## config.mk

```make
export PLATFORM = sky130hd
export DESIGN_NAME = i2c_receiver_fsm
export DESIGN_NICKNAME = d
export VERILOG_FILES = /design/src/rtl/i2c_pkg.sv /design/src/rtl/i2c_line_sync.sv /design/src/rtl/i2c_receiver_fsm.sv
export SDC_FILE = /design/constraint.sdc
export NUM_CORES = 1
export LEC_CHECK = 0
export CORE_MARGIN = 10
export CORE_UTILIZATION = 60
export CTS_BUF_LIST = sky130_fd_sc_hd__clkbuf_2 sky130_fd_sc_hd__clkbuf_4 sky130_fd_sc_hd__clkbuf_8
export DETAILED_ROUTE_END_ITERATION = 10
export HOLD_SLACK_MARGIN = 0.15
export PLACE_DENSITY_LB_ADDON = 0.08
export SLEW_MARGIN = 20
export SYNTH_ARGS = -nofsm -noshare
export SYNTH_HDL_FRONTEND = slang
export SYNTH_SLANG_ARGS = --single-unit
```

## constraint.sdc

```tcl
create_clock -name clock -period 3.09 [get_ports clock]
set_input_delay 0.309 -clock clock [delete_from_list [all_inputs] [get_ports clock]]
set_output_delay 0.309 -clock clock [all_outputs]
set_load 0.01 [all_outputs]
```

## src/rtl/i2c_pkg.sv

```systemverilog
// Shared definitions for the I2C target write receiver: one-hot FSM states,
// the general call address and the byte bit count.
package i2c_pkg;

    typedef enum logic [5:0] {
        ST_IDLE     = 6'b000001,
        ST_ADDR     = 6'b000010,
        ST_ADDR_ACK = 6'b000100,
        ST_DATA     = 6'b001000,
        ST_DATA_ACK = 6'b010000,
        ST_IGNORE   = 6'b100000
    } rx_state_e;

    localparam logic [6:0] I2C_GENERAL_CALL_ADDR = 7'h00;
    localparam logic [3:0] BYTE_BITS             = 4'd8;
    localparam logic [3:0] LAST_BIT              = BYTE_BITS - 4'd1;

    function automatic logic byte_done(input logic [3:0] cnt);
        return cnt == BYTE_BITS;
    endfunction

endpackage

```

## src/rtl/i2c_line_sync.sv

```systemverilog
// SCL/SDA synchronizer plus one-sample history; derives single-clock SCL edge
// and START/STOP pulses. Flops reset to 1 so the bus looks idle out of reset.
module i2c_line_sync #(
    parameter int SYNC_STAGES = 2
) (
    input  logic clock,
    input  logic reset_n,
    input  logic scl_i,
    input  logic sda_i,
    output logic scl_o,
    output logic sda_o,
    output logic scl_rise_o,
    output logic scl_fall_o,
    output logic start_evt_o,
    output logic stop_evt_o
);

    logic [SYNC_STAGES-1:0] scl_sync_q;
    logic [SYNC_STAGES-1:0] sda_sync_q;
    logic                   scl_prev_q;
    logic                   sda_prev_q;

    always_ff @(posedge clock or negedge reset_n) begin
        if (!reset_n) begin
            scl_sync_q <= '1;
            sda_sync_q <= '1;
            scl_prev_q <= 1'b1;
            sda_prev_q <= 1'b1;
        end else begin
            scl_sync_q <= {scl_sync_q[SYNC_STAGES-2:0], scl_i};
            sda_sync_q <= {sda_sync_q[SYNC_STAGES-2:0], sda_i};
            scl_prev_q <= scl_sync_q[SYNC_STAGES-1];
            sda_prev_q <= sda_sync_q[SYNC_STAGES-1];
        end
    end

    assign scl_o      = scl_sync_q[SYNC_STAGES-1];
    assign sda_o      = sda_sync_q[SYNC_STAGES-1];
    assign scl_rise_o = scl_o & ~scl_prev_q;
    assign scl_fall_o = ~scl_o & scl_prev_q;
    // SCL must be high in both samples, so a simultaneous SCL/SDA change is no event
    assign start_evt_o = scl_o & scl_prev_q & sda_prev_q & ~sda_o;
    assign stop_evt_o  = scl_o & scl_prev_q & ~sda_prev_q & sda_o;

endmodule

```

## src/rtl/i2c_receiver_fsm.sv

```systemverilog
// I2C target-side write receiver: address match, ACK generation and byte delivery
// on a valid/ready handshake. Define I2C_RX_GENERAL_CALL_EN to also accept 7'h00/W.
module i2c_receiver_fsm
    import i2c_pkg::*;
#(
    parameter logic [6:0] ADDR        = 7'h42,
    parameter int         SYNC_STAGES = 2
) (
    input  logic       clock,
    input  logic       reset_n,
    input  logic       scl_in,
    input  logic       sda_in,
    output logic       sda_oe,
    output logic [7:0] rx_data,
    output logic       rx_valid,
    input  logic       rx_ready,
    output logic       addr_match,
    output logic       busy,
    output logic       stop_seen,
    output logic       overrun
`ifdef I2C_RX_GENERAL_CALL_EN
    ,
    output logic       gen_call
`endif
);

    logic scl_lvl, sda_lvl, scl_rise, scl_fall, start_evt, stop_evt;

    i2c_line_sync #(.SYNC_STAGES(SYNC_STAGES)) u_line_sync (
        .clock       (clock),
        .reset_n     (reset_n),
        .scl_i       (scl_in),
        .sda_i       (sda_in),
        .scl_o       (scl_lvl),
        .sda_o       (sda_lvl),
        .scl_rise_o  (scl_rise),
        .scl_fall_o  (scl_fall),
        .start_evt_o (start_evt),
        .stop_evt_o  (stop_evt)
    );

    logic unused_scl_lvl;
    assign unused_scl_lvl = scl_lvl;

    rx_state_e  state_q, state_d;
    logic [3:0] bit_cnt_q, bit_cnt_d;
    logic [7:0] shift_q, shift_d;
    logic [7:0] rx_data_q, rx_data_d;
    logic       sda_oe_q, sda_oe_d;
    logic       rx_valid_q, rx_valid_d;
    logic       addr_match_q, addr_match_d;
    logic       busy_q, busy_d;
    logic       stop_seen_q, stop_seen_d;
    logic       overrun_q, overrun_d;
    logic       addr_ok_q, addr_ok_d;
    logic       ready_q, ready_d;
`ifdef I2C_RX_GENERAL_CALL_EN
    logic       gc_hit_q, gc_hit_d;
    logic       gen_call_q, gen_call_d;
`endif

    always_ff @(posedge clock or negedge reset_n) begin
        if (!reset_n) begin
            state_q      <= ST_IDLE;
            bit_cnt_q    <= 4'd0;
            shift_q      <= 8'h00;
            rx_data_q    <= 8'h00;
            sda_oe_q     <= 1'b0;
            rx_valid_q   <= 1'b0;
            addr_match_q <= 1'b0;
            busy_q       <= 1'b0;
            stop_seen_q  <= 1'b0;
            overrun_q    <= 1'b0;
            addr_ok_q    <= 1'b0;
            ready_q      <= 1'b0;
`ifdef I2C_RX_GENERAL_CALL_EN
            gc_hit_q     <= 1'b0;
            gen_call_q   <= 1'b0;
`endif
        end else begin
            state_q      <= state_d;
            bit_cnt_q    <= bit_cnt_d;
            shift_q      <= shift_d;
            rx_data_q    <= rx_data_d;
            sda_oe_q     <= sda_oe_d;
            rx_valid_q   <= rx_valid_d;
            addr_match_q <= addr_match_d;
            busy_q       <= busy_d;
            stop_seen_q  <= stop_seen_d;
            overrun_q    <= overrun_d;
            addr_ok_q    <= addr_ok_d;
            ready_q      <= ready_d;
`ifdef I2C_RX_GENERAL_CALL_EN
            gc_hit_q     <= gc_hit_d;
            gen_call_q   <= gen_call_d;
`endif
        end
    end

    always_comb begin
        state_d = state_q;
        if (start_evt) begin
            state_d = ST_ADDR;
        end else if (stop_evt) begin
            state_d = ST_IDLE;
        end else if (scl_fall) begin
            case (state_q)
                ST_ADDR:     if (byte_done(bit_cnt_q)) state_d = addr_ok_q ? ST_ADDR_ACK : ST_IGNORE;
                ST_ADDR_ACK: state_d = ST_DATA;
                ST_DATA:     if (byte_done(bit_cnt_q)) state_d = ST_DATA_ACK;
                ST_DATA_ACK: state_d = ready_q ? ST_DATA : ST_IGNORE;
                default:     state_d = state_q;
            endcase
        end
    end

    always_comb begin
        bit_cnt_d    = bit_cnt_q;
        shift_d      = shift_q;
        rx_data_d    = rx_data_q;
        sda_oe_d     = sda_oe_q;
        rx_valid_d   = 1'b0;
        addr_match_d = addr_match_q;
        busy_d       = busy_q;
        stop_seen_d  = 1'b0;
        overrun_d    = 1'b0;
        addr_ok_d    = addr_ok_q;
        ready_d      = rx_valid_q ? rx_ready : ready_q;
`ifdef I2C_RX_GENERAL_CALL_EN
        gc_hit_d     = gc_hit_q;
        gen_call_d   = gen_call_q;
`endif
        if (start_evt) begin
            bit_cnt_d    = 4'd0;
            shift_d      = 8'h00;
            busy_d       = 1'b1;
            sda_oe_d     = 1'b0;
            addr_match_d = 1'b0;
`ifdef I2C_RX_GENERAL_CALL_EN
            gen_call_d   = 1'b0;
`endif
        end else if (stop_evt) begin
            sda_oe_d     = 1'b0;
            busy_d       = 1'b0;
            addr_match_d = 1'b0;
            stop_seen_d  = 1'b1;
`ifdef I2C_RX_GENERAL_CALL_EN
            gen_call_d   = 1'b0;
`endif
        end else begin
            // Counter saturation stops ACK-slot rises from shifting data
            if (scl_rise && (state_q == ST_ADDR || state_q == ST_DATA) && !byte_done(bit_cnt_q)) begin
                shift_d   = {shift_q[6:0], sda_lvl};
                bit_cnt_d = bit_cnt_q + 4'd1;
                if (bit_cnt_q == LAST_BIT) begin
                    if (state_q == ST_ADDR) begin
                        addr_ok_d = (shift_d[7:1] == ADDR) && !shift_d[0];
`ifdef I2C_RX_GENERAL_CALL_EN
                        gc_hit_d  = (shift_d[7:1] == I2C_GENERAL_CALL_ADDR) && !shift_d[0];
                        addr_ok_d = addr_ok_d || gc_hit_d;
`endif
                    end else begin
                        rx_data_d  = shift_d;
                        rx_valid_d = 1'b1;
                    end
                end
            end
            if (scl_fall) begin
                case (state_q)
                    ST_ADDR: if (byte_done(bit_cnt_q)) sda_oe_d = addr_ok_q;
                    ST_ADDR_ACK: begin
                        sda_oe_d     = 1'b0;
                        addr_match_d = 1'b1;
                        bit_cnt_d    = 4'd0;
`ifdef I2C_RX_GENERAL_CALL_EN
                        gen_call_d   = gc_hit_q;
`endif
                    end
                    ST_DATA: begin
                        if (byte_done(bit_cnt_q)) begin
                            sda_oe_d  = ready_q;
                            overrun_d = ~ready_q;
                        end
                    end
                    ST_DATA_ACK: begin
                        sda_oe_d  = 1'b0;
                        bit_cnt_d = 4'd0;
                    end
                    default: sda_oe_d = 1'b0;
                endcase
            end
        end
    end

    assign sda_oe     = sda_oe_q;
    assign rx_data    = rx_data_q;
    assign rx_valid   = rx_valid_q;
    assign addr_match = addr_match_q;
    assign busy       = busy_q;
    assign stop_seen  = stop_seen_q;
    assign overrun    = overrun_q;
`ifdef I2C_RX_GENERAL_CALL_EN
    assign gen_call   = gen_call_q;
`endif

endmodule

```

Word-level counts from Yosys, hierarchy flattened
Cells that the tools add are included.
{ "totals": {"regBits": 39, "output_inout_bits": 14} }
{ "op_classes": {"addsub": 1, "n_eq_ne": 10, "muxes": 40, "n_bitwise": 15, "n_reduce_logical": 18} }
{ "op_table": {"columns": ["operator", "n"], "rows": [
  ["6-bit 2-to-1 mux", 7],
  ["6-bit one-hot mux with 4 select lines", 1],
  ["1-bit 2-to-1 mux", 23],
  ["7-bit 2-to-1 mux", 3],
  ["4-bit 2-to-1 mux", 5],
  ["5-bit AND reduction", 2],
  ["4-bit by 3-bit inequality test with 1-bit output, second input constant", 2],
  ["1-bit NOT", 8],
  ["1-bit bitwise AND", 7],
  ["7-bit == test, second input constant", 1],
  ["6-bit by 2-bit == test with 1-bit output, second input constant", 1],
  ["6-bit by 3-bit == test with 1-bit output, second input constant", 1],
  ["6-bit by 4-bit == test with 1-bit output, second input constant", 1],
  ["6-bit by 5-bit == test with 1-bit output, second input constant", 1],
  ["3-bit nonzero test", 2],
  ["6-bit nonzero test", 1],
  ["4-bit by 1-bit adder with 4-bit output, second input constant", 1],
  ["4-bit by 3-bit == test with 1-bit output, second input constant", 1],
  ["4-bit == test, second input constant", 1],
  ["2-bit AND reduction", 2],
  ["4-bit AND reduction", 1],
  ["2-bit nonzero test", 2],
  ["1-bit logical AND", 3],
  ["3-bit AND reduction", 1],
  ["5 further kinds", 6]
]} }

Depth between registers and ports, before layout
{ "depth": {"ltp_word": 9, "depth_mapped": 8, "mapped_depth_nobuf": 6} }

By module
From an unflattened synthesis, not the netlist that was laid out.
{ "unflattened": {"cells_unflattened": 175, "area_unflattened_um2": 1893.1} }
{ "modules_own_cells": {"columns": ["mod", "n_inst", "cells_per_inst", "area_per_inst_um2", "seq_area_each_um2"], "rows": [
  ["i2c_receiver_fsm", 1, 165, 1702.9, 827.0],
  ["i2c_line_sync", 1, 10, 190.2, 157.7]
]} }

Worst setup path before layout
OpenSTA, ideal clock, no wires.
{ "synth_path": {"path_type": "register to register", "startpoint": "register state_q[2]", "endpoint": "register rx_data_q[0] (netlist: rx_data[0])", "t_arrival_ns": 1.624, "required_ns": 2.965, "slack_ns": 1.341, "stages_incl_launch_ff": 6, "path_cell_list": "dfrtp_1 -> buf_6 -> nor4_4 -> nand4_2 -> nor2_8 -> mux2_4"} }
{ "synth_between": {"elab_chain_len": 5, "elab_cells_between_ends": 7} }
{ "synth_lines": {"columns": ["item", "line", "text"], "rows": [
  ["start, declared", "i2c_receiver_fsm.sv:45", "rx_state_e state_q, state_d;"],
  ["start signal, assigned", "i2c_receiver_fsm.sv:81", "state_q <= state_d;"],
  ["6-bit by 2-bit == test with 1-bit output or 6-bit by 4-bit == test with 1-bit output (tied branches)", null, null],
  ["1-bit logical OR", "i2c_receiver_fsm.sv:152", "if (scl_rise && (state_q == ST_ADDR || state_q == ST_DATA) && !byte_done(bit_cnt_q)) begin"],
  ["1-bit logical AND (2 in series)", "i2c_receiver_fsm.sv:152", null],
  ["5-bit AND reduction (no source line) *", null, null],
  ["end signal, assigned", "i2c_receiver_fsm.sv:84", "rx_data_q <= rx_data_d;"],
  ["end, declared", "i2c_receiver_fsm.sv:48", "logic [7:0] rx_data_q, rx_data_d;"]
]} }
Mark *: on every way between the ends. The rest lies on a longest branch, timed or not.
A chain may end at the register's enable or synchronous reset.

Final worst setup path
{ "layout_path": {"startpoint": "register state_q[2]", "endpoint": "register rx_data_q[5] (netlist: rx_data[5])"} }
The elaborated chain is that of the path after synthesis.

==> run summary <==
The count of routing violations after the opening detailed-route iteration came out at 194. The flop-to-flop setup slack came out at 1.17 ns. The worst setup path is launched from a register. Synthesis inferred 39 register bits. Data arrives at the worst endpoint at 2.16 ns.

The number of antenna repair diodes came out at 0. The area used by multi-input combinational logic came out at 753 um2. Total power for the finished layout comes to 1.11 mW. The max-slew violation count came out at 0. The worst hold path begins at u_line_sync.scl_sync_q[0]. The capturing element of the worst setup path is rx_data[5]. The async set or reset register ratio after synthesis is 1.00.

The setup violation total in the final timing report came out at 0. Timing would allow up to 521 MHz. In this run the count of I/O pins placed on the die edge is 19.

The count of buffer and inverter cells on the critical path came out at 0. The most common cell in the synthesized netlist is sky130_fd_sc_hd__dfrtp_1. The total overflow reported by the global router came out at 0. Setup repair after global routing left no endpoint under its margin.

The cell sitting at the root of the clock tree is a sky130_fd_sc_hd__clkbuf_4. The critical path runs through a total of 4 cells. The post-route worst hold slack came out at 0.363 ns. The number of fillers in the final layout came out at 210. The class of the worst hold path is register to register. Yosys attributes the largest share of cell area to sky130_fd_sc_hd__dfrtp_1 (45%), sky130_fd_sc_hd__dfstp_2 (10%), sky130_fd_sc_hd__mux2_4 (6.7%), sky130_fd_sc_hd__nand2_1 (4.4%), sky130_fd_sc_hd__o21ai_0 (3.6%). The area of the core region is 2810 um2. The number of antenna violations at the first check in global routing is 0. The setup path with the least slack is of type register to register. After clock tree synthesis, the clock-pin slew on the worst setup and hold paths is 0.12 ns.

Entering global routing, the biggest net connects 40 pins. TritonCTS built the clock tree. The H-tree was split into 2 levels. The number of nets handed over by synthesis was 161. The flow ran to the end, and the final reports show no timing, DRC or antenna violations.

The required time of the critical path is 3.33 ns. Among cell families on the critical path, the largest total delay comes from simple AND/OR/NAND/NOR gates. The count of mapped cells out of synthesis came out at 154. The net count of the finished layout is 182. The signal on the critical path passes through nor4_4, nand4_2, nor2_8, mux2_4. The maximum buffer depth of the clock tree came out at 2. The total wire length came out at 3550 um. Of the cells placed in the final design, the portion with a size suffix greater than 1 is 0.176. The half-perimeter wire length after detailed placement is 2460 um. The via-per-instance ratio came out at 6.02. The met1 track demand over resource in global routing came out at 0.180. The worst register-to-register path begins at state_q[2]. In the final routed layout, each cell accounts on average for 17.2 um. The largest individual stage delay along the critical path comes from the cell sky130_fd_sc_hd__dfrtp_1. The global-route wire length before repair is 6010 um. The synthesized design contains 0 enable-type register cells. The origin of the worst setup path is state_q[2]. The final period utilization came out at 0.621.

For this design the static power due to leakage is 0.917 nW. The via count is 1247. The sum of negative setup slack is 0 ns. Along the worst path, the maximum fanout reaches 9. The maximum vdd drop came out at 0.406 mV. The global-route met3 utilization came out at 0.0394. The maximum single-stage delay on the critical path came out at 0.50 ns.

The post-layout minimum cycle time is 1.92 ns. After synthesis, the netlist uses 44 different library cells. The worst register-to-register path ends at rx_data[5]. Counting cells, the worst reg-to-reg path comes to 4.

Measured along the y axis, the die boundary spans 74.7 um. In this run, CTS created clock tree buffers numbering 5. The number of global-route vias before repair is 1234.

The max-slew headroom at the worst pin came out at 0.455. The layer carrying the most global-route usage is met2. The number of port buffers is 18. The mapped netlist covers 1800 um2.

The max capacitance violation total came out at 0. For met2 alone, demand over resource in global routing was 0.212. The top cell type's share of synthesized area is 0.446. The floorplan has 19 rows. The power density over cell area came out at 535 nW/um2.

Once detail routing completed, the nets flagged for antenna violations numbered 0. The number of warning messages in the yosys log is 0. At the end of routability-driven placement, the weighted congestion stood at 0.856. In the routed design, unresolved DRC markers number 0.

The kind of end point of the critical path is a register. The floorplan step defined a die boundary enclosing 5580 um2. In this run the horizontal extent of the chip is 74.7 um. Summing all flip-flop and latch instances after layout gives 985 um2. The area growth from synthesis to layout is 15.2%. The overall fraction of global-route tracks in use is 0.139. At the pin with the least slew margin, the transition time is 0.818 ns.

The cell type contributing the most total cell area after synthesis is sky130_fd_sc_hd__dfrtp_1. The average footprint of a synthesized cell came out at 11.7 um2. The effective utilization at floorplan came out at 0.640. Before antenna repair, the detailed router went through 4 iterations. The sequential area share after synthesis came out at 0.548. The later-pin clock latency in the skew report came out at 0.34 ns. The tree built by TritonCTS fans out to 39 sinks. By count the netlist is led by sky130_fd_sc_hd__dfrtp_1 (32), sky130_fd_sc_hd__nand2_1 (21), sky130_fd_sc_hd__o21ai_0 (13), sky130_fd_sc_hd__mux2_4 (8).

The most used flip-flop cell after synthesis is sky130_fd_sc_hd__dfrtp_1. The count of endpoints failing hold in the final timing report came to 0. The final worst clock skew came out at 0.0121 ns.
-- per-layer routing --
metal  up-vias  share of wire
met5         -              0
met4         0          0.017
met3         9          0.071
met2        48           0.45
met1       602           0.46
li1        588              -
-- registers in the layout, indices dropped and copies added, names as in the netlist, 2 cells and up --
signal and count:
rx_data 8, shift_q 7, state_q 6, bit_cnt_q 4, u_line_sync.scl_sync_q 2, u_line_sync.sda_sync_q 2
-- what timing repair did --
action                                 4_1_cts  5_1_grt
setup endpoints to repair                    0        0
setup buffers                                0        0
resized for setup                            0        0
hold buffers                                 1        0
endpoints found under the hold margin       32        0
-- worst min path at each step --
stage / to / slack (ns) / depth (start not counted)
2_1_floorplan: addr_match / 0.01 / 0
3_3_place_gp: u_line_sync.scl_sync_q[1] / 0.35 / 0
3_5_place_dp: u_line_sync.sda_sync_q[1] / 0.35 / 0
4_1_cts: u_line_sync.scl_sync_q[0] / 0.35 / 1
5_1_grt: u_line_sync.scl_sync_q[0] / 0.36 / 1
6_report: u_line_sync.scl_sync_q[1] / 0.36 / 0
-- cells by family (layout without fill, tap and decap cells) --
kind of cell | after synthesis | count (layout) | synth area share
compound gates | 29 | 29 | 0.0982
xor+xnor | 3 | 3 | 0.0188
fa+ha+maj | 2 | 2 | 0.0139
buf+inv | 12 | 34 | 0.0327
flops | 39 | 39 | 0.548
mux | 13 | 13 | 0.0954
simple gates | 56 | 56 | 0.193
-- layout by cell type (no fill, tap or decap), drive strengths merged, types with 2 or more instances in the layout --
cell type / instances
clkbuf: 5
mux2: 9
clkdlybuf4s50: 17
ha: 2
nor2: 4
nand4: 4
dfstp: 7
nor4: 3
xor2: 3
nand2: 21
nor2b: 4
dfrtp: 32
and3: 2
o21ai: 14
and3b: 4
nor3: 3
nor4bb: 2
and2: 2
a21oi: 5
nand3b: 3
nand3: 2
mux2i: 4
a21o: 2
a221oi: 2
clkinv: 2
inv: 7
-- final cells by class --
cell class              count  area share
inverters                   7      0.0127
flip-flops and latches     39       0.476
clock buffers               5      0.0181
multi-input cells         103       0.364
repair buffers             19      0.0895
clock inverters             3      0.0212
well taps                  31      0.0187
-- through the flow --
step | util | cells | area (um2) | setup slack (ns)
3_5_place_dp | 0.705 | 198 | 1980 | 1.20
6_report | 0.738 | 207 | 2070 | 1.17
5_1_grt | 0.738 | 207 | 2070 | 1.00
2_1_floorplan | - | 154 | 1800 | 1.34
4_1_cts | 0.738 | 207 | 2070 | 1.18
3_3_place_gp | 0.705 | 198 | 1980 | 1.25
-- power by group --
| part | leakage (nW) | switching (mW) | internal (mW) |
|---|---|---|---|
| logic | 0.360 | 0.0936 | 0.0664 |
| clock network | 0.0452 | 0.169 | 0.170 |
| registers | 0.512 | 0.0498 | 0.557 |
| total | 0.917 | 0.312 | 0.794 |
Power figures use the tool's default switching activity.
==> patch: new RTL, config.mk and constraints unchanged <==
`SYNC_STAGES` is set to 2 in 2 places; all go to 4.
--- a/src/rtl/i2c_line_sync.sv
+++ b/src/rtl/i2c_line_sync.sv
@@ -2,5 +2,5 @@
 // and START/STOP pulses. Flops reset to 1 so the bus looks idle out of reset.
 module i2c_line_sync #(
-    parameter int SYNC_STAGES = 2
+    parameter int SYNC_STAGES = 4
 ) (
     input  logic clock,
--- a/src/rtl/i2c_receiver_fsm.sv
+++ b/src/rtl/i2c_receiver_fsm.sv
@@ -5,5 +5,5 @@
 #(
     parameter logic [6:0] ADDR        = 7'h42,
-    parameter int         SYNC_STAGES = 2
+    parameter int         SYNC_STAGES = 4
 ) (
     input  logic       clock,
Behaviour: not the same (a bounded check fails within 4 cycles, from zero or initial values and one cycle with reset_n low).
==> patch against the unedited design <==
Cell count is 1.9% higher; total power rose by 3.4%; critical path type unchanged; critical endpoint is now rx_data[4]$_DFFE_PN0P_; maximum frequency fell by 30%; sequential power rose by 7.6%; cell area rose by 2.7%; combinational power decreased by 16%; sequential cell count up 4; routed wire length is 4.9% lower; largest cell class unchanged; highest routed layer unchanged; utilization increased by 1.3 points; synthesized area increased by 1.3%; clock skew increased by 0.0013 ns; die area is 0.98% higher; worst setup slack got worse by 0.83 ns.
==> patch: results (changes against the unedited design) <==
run status: complete, no violations (unchanged)
number of distinct library cells after synthesis: 40 (was 44)
number of DRC violations after detailed-routing iteration 0: 133 (was 194)
Tot GR Track Use: 13.83% (was 13.91%)
Slew Limit Headroom: 39.68% (was 45.50%)
number of nets in the final layout: 186 (was 182)
sequential cell count: 43 (was 39)
cell at the slowest stage of the critical path: sky130_fd_sc_hd__or4_1 (was sky130_fd_sc_hd__dfrtp_1)
cell area reported after detailed placement: 2032 um2 (was 1978 um2)
clock share of power: 31.2% (was 30.7%)
static leakage: 0.0009454 uW (was 0.0009168 uW)
net count after synthesis: 163 (was 161)
register-to-register setup slack: 0.34 ns (was 1.17 ns)
met3 wirelength from detailed routing: 241 um (was 253 um)
RR Endpoint: rx_data[4]$_DFFE_PN0P_ (was rx_data[5]$_DFFE_PN0P_)
wire length on met1: 1399 um (was 1643 um)
final hold slack: 0.3511 ns (was 0.3626 ns)
fraction of power consumed by sequential logic: 57.1% (was 54.9%)
cell depth of the worst hold path: 1 (was 0)
post-synthesis instance area: 1820 um2 (was 1797 um2)
Max rail drop VDD: 0.0003185 V (was 0.0004057 V)
Clock Buffer Count: 6 (was 5)
main area contributors after synthesis: sky130_fd_sc_hd__dfrtp_1 (44%), sky130_fd_sc_hd__dfstp_2 (16%), sky130_fd_sc_hd__mux2_2 (5.6%), sky130_fd_sc_hd__nand2_1 (5.4%), sky130_fd_sc_hd__o21ai_0 (3.6%) (was sky130_fd_sc_hd__dfrtp_1 (45%), sky130_fd_sc_hd__dfstp_2 (10%), sky130_fd_sc_hd__mux2_4 (6.7%), sky130_fd_sc_hd__nand2_1 (4.4%), sky130_fd_sc_hd__o21ai_0 (3.6%))
Tot Pwr: 1144 uW (was 1107 uW)
flip-flop and latch share of the layout cell area: 51.30% (was 47.58%)
WL per Instance: 16.01 um (was 17.17 um)
hold crit path type: in -> reg (was reg -> reg)
final clock skew: 0.01337 ns (was 0.01210 ns)
net switching power: 300.4 uW (was 312.4 uW)
post-route cell area: 2125 um2 (was 2069 um2)
sequential element share of the synthesized area: 59.86% (was 54.81%)
buffering overhead: 9.069% (was 8.948%)
vias per inst: 5.858 (was 6.024)
[patch: cell count changes in the layout (fill, tap and decap cells not counted), sizes merged, moves of 3 or more]
| cell | delta |
|---|---|
| dfstp | +4 |
| nand2b | +3 |
| nand2 | +5 |
| nand4 | -3 |
| nor4b | +3 |
[patch: kinds of logic (layout without fill, tap and decap cells)]
kind of cell               after synthesis  after routing  synth area share (%)
muxes                                   13             13                 7.767
adders and majority gates                2              2                 1.374
and+or+nand+nor                         54             54                 17.04
xor gates and xnor gates                 3              3                 1.444
buffers and inverters                   11             35                 2.337
DFF                                     43             43                 59.86
AOI/OAI and AO/OA                       30             30                 10.17
[patch: how the worst max path moves through the flow]
stage,slack [ns],end
floorplan,0.56,rx_data[0]$_DFFE_PN0P_
finish,0.34,rx_data[4]$_DFFE_PN0P_
detailed placement,0.36,rx_data[4]$_DFFE_PN0P_
CTS,0.35,rx_data[4]$_DFFE_PN0P_
global placement,0.41,rx_data[7]$_DFFE_PN0P_
global route,0.21,rx_data[4]$_DFFE_PN0P_
